### src/rtl/mac_result_serializer_if.sv
// Output stream of the MAC result serializer: one bw-bit word per valid/ready handshake.
// A word transfers on a rising clk edge where out_valid && out_ready; while out_valid is high and
// out_ready is low the producer holds out_data/out_last stable, and out_valid never depends on out_ready.
interface mac_result_serializer_if #(
  parameter int bw = 8
);
  logic [bw-1:0] out_data;
  logic          out_valid;
  logic          out_ready;
  logic          out_last;

  modport master (
    output out_data,
    output out_valid,
    output out_last,
    input  out_ready
  );

  modport slave (
    input  out_data,
    input  out_valid,
    input  out_last,
    output out_ready
  );
endinterface

### src/rtl/mac_result_serializer.sv
// Drain side of the SIMD MAC array: snapshots the packed lane vector on start and streams
// the lanes (or only the chained reduction lane) out over a valid/ready link.
module mac_result_serializer #(
  parameter int bw      = 8,
  parameter int num_MAC = 32
) (
  input  logic                   clk,
  input  logic                   rst,
  input  logic                   start,
  input  logic                   sel_last,
  input  logic [bw*num_MAC-1:0]  din,
  input  logic                   clr_err,
  output logic                   busy,
  output logic                   overrun,
  output logic                   dbg_state,
  mac_result_serializer_if.master m_if
);

  localparam int IDX_W = $clog2(num_MAC);
  localparam logic [IDX_W-1:0] LAST_IDX = IDX_W'(num_MAC - 1);

  typedef enum logic {
    ST_IDLE = 1'b0,
    ST_SEND = 1'b1
  } state_t;

  state_t                 state_q, state_d;
  logic [bw*num_MAC-1:0]  shadow_q, shadow_d;
  logic [IDX_W-1:0]       idx_q, idx_d;
  logic [bw-1:0]          data_q, data_d;
  logic                   last_q, last_d;
  logic                   overrun_q, overrun_d;

  logic                   fire;
  logic                   accept;
  logic                   ovr_set;
  logic [IDX_W-1:0]       start_idx;
  logic [IDX_W-1:0]       idx_inc;

  function automatic logic [bw-1:0] lane_of(input logic [bw*num_MAC-1:0] v,
                                            input logic [IDX_W-1:0]      i);
    lane_of = v[int'(i)*bw +: bw];
  endfunction

  always_ff @(posedge clk or negedge rst) begin
    if (!rst) begin
      state_q   <= ST_IDLE;
      shadow_q  <= '0;
      idx_q     <= '0;
      data_q    <= '0;
      last_q    <= 1'b0;
      overrun_q <= 1'b0;
    end else begin
      state_q   <= state_d;
      shadow_q  <= shadow_d;
      idx_q     <= idx_d;
      data_q    <= data_d;
      last_q    <= last_d;
      overrun_q <= overrun_d;
    end
  end

  always_comb begin
    state_d   = state_q;
    shadow_d  = shadow_q;
    idx_d     = idx_q;
    data_d    = data_q;
    last_d    = last_q;
    overrun_d = overrun_q;
    accept    = 1'b0;
    ovr_set   = 1'b0;

    fire      = (state_q == ST_SEND) && m_if.out_ready;
    start_idx = sel_last ? LAST_IDX : '0;
    idx_inc   = idx_q + IDX_W'(1);

    case (state_q)
      ST_IDLE: begin
        accept = start;
      end
      ST_SEND: begin
        if (fire && last_q) begin
          // A start coinciding with the final handshake chains straight into the next frame.
          accept = start;
          if (!start) begin
            state_d = ST_IDLE;
            idx_d   = '0;
            data_d  = '0;
            last_d  = 1'b0;
          end
        end else begin
          ovr_set = start;
          if (fire) begin
            idx_d  = idx_inc;
            data_d = lane_of(shadow_q, idx_inc);
            last_d = (idx_inc == LAST_IDX);
          end
        end
      end
      default: begin
        state_d = ST_IDLE;
      end
    endcase

    if (accept) begin
      state_d  = ST_SEND;
      shadow_d = din;
      idx_d    = start_idx;
      data_d   = lane_of(din, start_idx);
      last_d   = (start_idx == LAST_IDX);
    end

    // A new overrun event takes priority over a simultaneous clear.
    if (ovr_set) begin
      overrun_d = 1'b1;
    end else if (clr_err) begin
      overrun_d = 1'b0;
    end
  end

  assign m_if.out_data  = data_q;
  assign m_if.out_last  = last_q;
  assign m_if.out_valid = (state_q == ST_SEND);
  assign busy           = (state_q == ST_SEND);
  assign overrun        = overrun_q;
  assign dbg_state      = state_q;

endmodule

### src/flat_wrapper.sv
// flat-port wrapper written by rule: the top's interface ports become plain ports
module mac_result_serializer_flat 
#(
  parameter int bw      = 8,
  parameter int num_MAC = 32
)
  (clk, rst, start, sel_last, din, clr_err, busy, overrun, dbg_state, m_if_out_data, m_if_out_valid, m_if_out_last, m_if_out_ready);
  mac_result_serializer_if #(.bw(bw)) m_if_i ();
  input  logic clk;
  input  logic rst;
  input  logic start;
  input  logic sel_last;
  input  logic [bw*num_MAC-1:0] din;
  input  logic clr_err;
  output logic busy;
  output logic overrun;
  output logic dbg_state;
  output wire logic [$bits(m_if_i.out_data)-1:0] m_if_out_data;
  output wire logic [$bits(m_if_i.out_valid)-1:0] m_if_out_valid;
  output wire logic [$bits(m_if_i.out_last)-1:0] m_if_out_last;
  input wire logic [$bits(m_if_i.out_ready)-1:0] m_if_out_ready;
  assign m_if_out_data = m_if_i.out_data;
  assign m_if_out_valid = m_if_i.out_valid;
  assign m_if_out_last = m_if_i.out_last;
  assign m_if_i.out_ready = m_if_out_ready;
  mac_result_serializer #(.bw(bw), .num_MAC(num_MAC)) u_core (.clk(clk), .rst(rst), .start(start), .sel_last(sel_last), .din(din), .clr_err(clr_err), .busy(busy), .overrun(overrun), .dbg_state(dbg_state), .m_if(m_if_i));
endmodule
### config.mk
export PLATFORM = sky130hd
export DESIGN_NAME = mac_result_serializer_flat
export DESIGN_NICKNAME = d
export VERILOG_FILES = /design/src/rtl/mac_result_serializer_if.sv /design/src/rtl/mac_result_serializer.sv /design/src/flat_wrapper.sv
export SDC_FILE = /design/constraint.sdc
export NUM_CORES = 1
export LEC_CHECK = 0
export ABC_AREA = 1
export BUFFER_PORTS_ARGS = -buffer_cell sky130_fd_sc_hd__clkbuf_2
export CAP_MARGIN = 15
export CELL_PAD_IN_SITES_DETAIL_PLACEMENT = 1
export CELL_PAD_IN_SITES_GLOBAL_PLACEMENT = 1
export CORE_MARGIN = 3
export CORE_UTILIZATION = 40
export CTS_CLUSTER_SIZE = 20
export DETAILED_ROUTE_END_ITERATION = 16
export PLACE_DENSITY = 0.78
export REMOVE_ABC_BUFFERS = 1
export SYNTH_ARGS = -nofsm -noshare
export SYNTH_HDL_FRONTEND = slang
export SYNTH_SLANG_ARGS = --single-unit
### constraint.sdc
create_clock -name clk -period 3 [get_ports clk]
set_input_delay 0.3 -clock clk [delete_from_list [all_inputs] [get_ports clk]]
set_output_delay 0.3 -clock clk [all_outputs]
set_load 0.005 [all_outputs]
==> impl_metrics.env <==
export IMPL_crit_path_start_kind="flop"
export IMPL_design_area_um2=18330
export IMPL_grt_pass1_wl_mm=82.40
export IMPL_r2r_start="u_core.idx_q[0]$_DFFE_PN0P_"
export IMPL_relSlewSlack=0.3251
export IMPL_finalCritPeriodShare=0.9240
export IMPL_yosys_area_top_type="dfrtp_1"
export IMPL_worst_r2r_path_depth=12
export IMPL_powerDensity_nw_per_um2=1040
export IMPL_setup_viol_count_final=0
export IMPL_holdPathEnd="u_core.shadow_q[222]$_DFFE_PN0P_"
export IMPL_worstPathMaxFanout=65
export IMPL_post_cts_resized=0
export IMPL_ys_flop_type="dfrtp_1"
export IMPL_grt_max_degree=119
export IMPL_floorplan_die_area_um2=35690
export IMPL_cts_inserted_buffers=30
export IMPL_netlist_instances=1782
export IMPL_end_kind="flop"
export IMPL_r2r_end="u_core.m_if.out_data[7]$_DFFE_PN0P_"
export IMPL_synth_edf_count=0
export IMPL_ys_ff_latch=272
export IMPL_die_w_um=188.9
export IMPL_dr_total_vias=13680
export IMPL_synth_top_area_frac=0.5086
export IMPL_syn_to_final_growth_pct=36.99
export IMPL_postCtsSetupBuffers=0
export IMPL_ys_seq_area_frac=0.5086
export IMPL_drive_gt1_frac=0.1641
export IMPL_setup_tns_ps=0
export IMPL_synthTopCellsByCount="nand2_1 (593), inv_1 (275), dfrtp_1 (272)"
export IMPL_fmaxAchievable_mhz=360.7
export IMPL_ys_types=23
export IMPL_drt_iter0_markers=801
export IMPL_grt_usage=0.2901
export IMPL_postLayoutSetupSlackWorst_ps=227.9
export IMPL_timing_hold_ws_ps=15.60
export IMPL_nets=2484
export IMPL_h_tree_depth=1
export IMPL_cts_root_buffer="clkbuf_16"
export IMPL_initial_core_util=0.4082
export IMPL_p_leak_nw=9.228
export IMPL_drc=0
export IMPL_synth_most_common_cell="nand2_1"
export IMPL_io_pins=275
export IMPL_ys_warn_count=0
export IMPL_grt_antenna_before_repair=4
export IMPL_cts_tree="yes"
export IMPL_gp_congestion=0.7961
export IMPL_routed_via_density=5.087
export IMPL_synthTopCellsByArea="dfrtp_1 (51%), nand2_1 (17%), o21ai_0 (9.9%)"
export IMPL_drtAntennaViolNets=0
export IMPL_syn_area_um2=13380
export IMPL_status="finished, final reports clean"
export IMPL_dr_pass1_iters=5
export IMPL_worst_pin_slew_ps=1012
export IMPL_hold_viol=0
export IMPL_die_h_um=188.9
export IMPL_hp_class="in -> reg"
export IMPL_path_class="reg -> reg"
export IMPL_post_dp_cell_area_um2=15060
export IMPL_port_buffers=274
export IMPL_max_cap_viol_count=0
export IMPL_cts_sinks=272
export IMPL_worstPathArrival_ps=3220
export IMPL_syn_avg_cell_area_um2=7.510
export IMPL_routed_wl_mm=52.19
export IMPL_clk_latency_ps=550
export IMPL_min_path_cells=3
export IMPL_irDropWorstVdd_mv=0.5951
export IMPL_rows=66
export IMPL_rsz0062_at_grt="no"
export IMPL_fin_skew_ps=9.841
export IMPL_cp_required_ps=3440
export IMPL_cts_buffer_depth=3
export IMPL_fin_crit_ps=2772
export IMPL_place_worst_setup_slack_ps=237.5
export IMPL_core_area_um2=32780
export IMPL_min_from="din[222]"
export IMPL_routedWlPerCell_um=19.41
export IMPL_grt_pass1_vias=15020
export IMPL_rrSetupSlack_ps=230
export IMPL_dp_hpwl_mm=28.87
export IMPL_async_flop_share=1.000
export IMPL_slew_viol_final=0
export IMPL_path_clk_slew_ps=60
export IMPL_grt_overflow_total=0
==> final cells by class <==
type | instances | area (um^2)
clock buffer | 47 | 925.9
fill | 4037 | 14450
clock inverter | 8 | 115.1
inverter | 277 | 1051
multi-input combinational | 1119 | 5009
tap | 442 | 553.0
sequential | 272 | 6810
timing repair buffer | 520 | 3859
antenna | 4 | 10.01
==> sequential cells by signal, indices dropped and copies added (netlist names) <==
register	cells
u_core.busy	1
u_core.idx_q	5
u_core.m_if.out_data	8
u_core.m_if.out_last	1
u_core.overrun	1
u_core.shadow_q	256
==> critical path, cell delays in order, from the launching register on <==
cell,delay (ps)
dfrtp_4,450
inv_4,60
ha_4,850
clkinv_2,130
buf_4,310
o211ai_1,160
nand3_1,90
nand3_1,120
nand2_1,130
nand2_1,130
nand3_1,80
nand2_1,60
inv_1,40
==> cell families after synthesis <==
| logic type | count (synthesis) | share of synthesized area |
|---|---|---|
| AO/OA/AOI/OAI | 278 | 0.1058 |
| XOR/XNOR | 5 | 0.004956 |
| adder cells (fa/ha/maj) | 2 | 0.001870 |
| buffers and inverters | 391 | 0.1212 |
| flip-flops | 272 | 0.5086 |
| AND/OR/NAND/NOR | 834 | 0.2576 |
==> where the power goes <==
part	leakage [nW]	switching, mW	internal (mW)
logic	5.46	6.00	2.96
clock network	0.517	1.54	2.36
registers	3.25	0.693	5.51
total	9.23	8.23	10.8
==> how the worst max path moves through the flow <==
stage / startpoint / to / slack [ps] / cells after the start
6_report: u_core.idx_q[0]$_DFFE_PN0P_ / u_core.m_if.out_data[7]$_DFFE_PN0P_ / 230 / 12
3_5_place_dp: u_core.idx_q[0]$_DFFE_PN0P_ / u_core.m_if.out_data[7]$_DFFE_PN0P_ / 240 / 12
4_1_cts: u_core.idx_q[0]$_DFFE_PN0P_ / u_core.m_if.out_data[7]$_DFFE_PN0P_ / 220 / 12
5_1_grt: u_core.idx_q[0]$_DFFE_PN0P_ / u_core.m_if.out_data[7]$_DFFE_PN0P_ / 60 / 12
2_1_floorplan: u_core.idx_q[0]$_DFFE_PN0P_ / u_core.m_if.out_data[2]$_DFFE_PN0P_ / -5240 / 11
3_3_place_gp: u_core.idx_q[0]$_DFFE_PN0P_ / u_core.m_if.out_data[7]$_DFFE_PN0P_ / 280 / 12
==> metal layers <==
layer	track usage	share of wire	routed length, um	vias to the layer above
li1	-	-	-	6394
met1	0.3642	0.41	21550	6770
met2	0.5155	0.51	26400	404
met3	0.03647	0.042	2204	110
met4	0.1025	0.039	2031	0
met5	0	0	0	-
==> cell usage in the layout, fill, tap and decap left out, types with 3 or more instances in the layout <==
| master | instances |
|---|---|
| xor2_4 | 3 |
| dfrtp_1 | 271 |
| diode_2 | 4 |
| clkinv_2 | 6 |
| clkbuf_16 | 31 |
| a31oi_1 | 3 |
| o21ai_0 | 264 |
| clkbuf_8 | 9 |
| dlygate4sd3_1 | 222 |
| inv_1 | 273 |
| clkbuf_2 | 273 |
| clkbuf_1 | 7 |
| nand2_1 | 593 |
| o211ai_1 | 8 |
| buf_12 | 6 |
| nand3_1 | 226 |
| nor2_1 | 3 |
| buf_4 | 18 |
| or2_2 | 9 |
| bufinv_16 | 3 |
==> per-stage QoR <==
| step | cells | total power, mW | utilization |
|---|---|---|---|
| global placement | 2408 | 14.30 | 0.4594 |
| global route | 2689 | 20.60 | 0.5592 |
| finish | 2689 | 19.06 | 0.5592 |
| CTS | 2684 | 18.90 | 0.5586 |
| floorplan | 1668 | 11.61 | - |
| detailed placement | 2408 | 14.66 | 0.4594 |
==> repair_timing <==
item / in CTS / in global routing
hold buffers: 221 / 1
hold endpoints to repair: 279 / 1
endpoints found under the setup margin: 0 / 0
(Power assumes the default switching activity.)
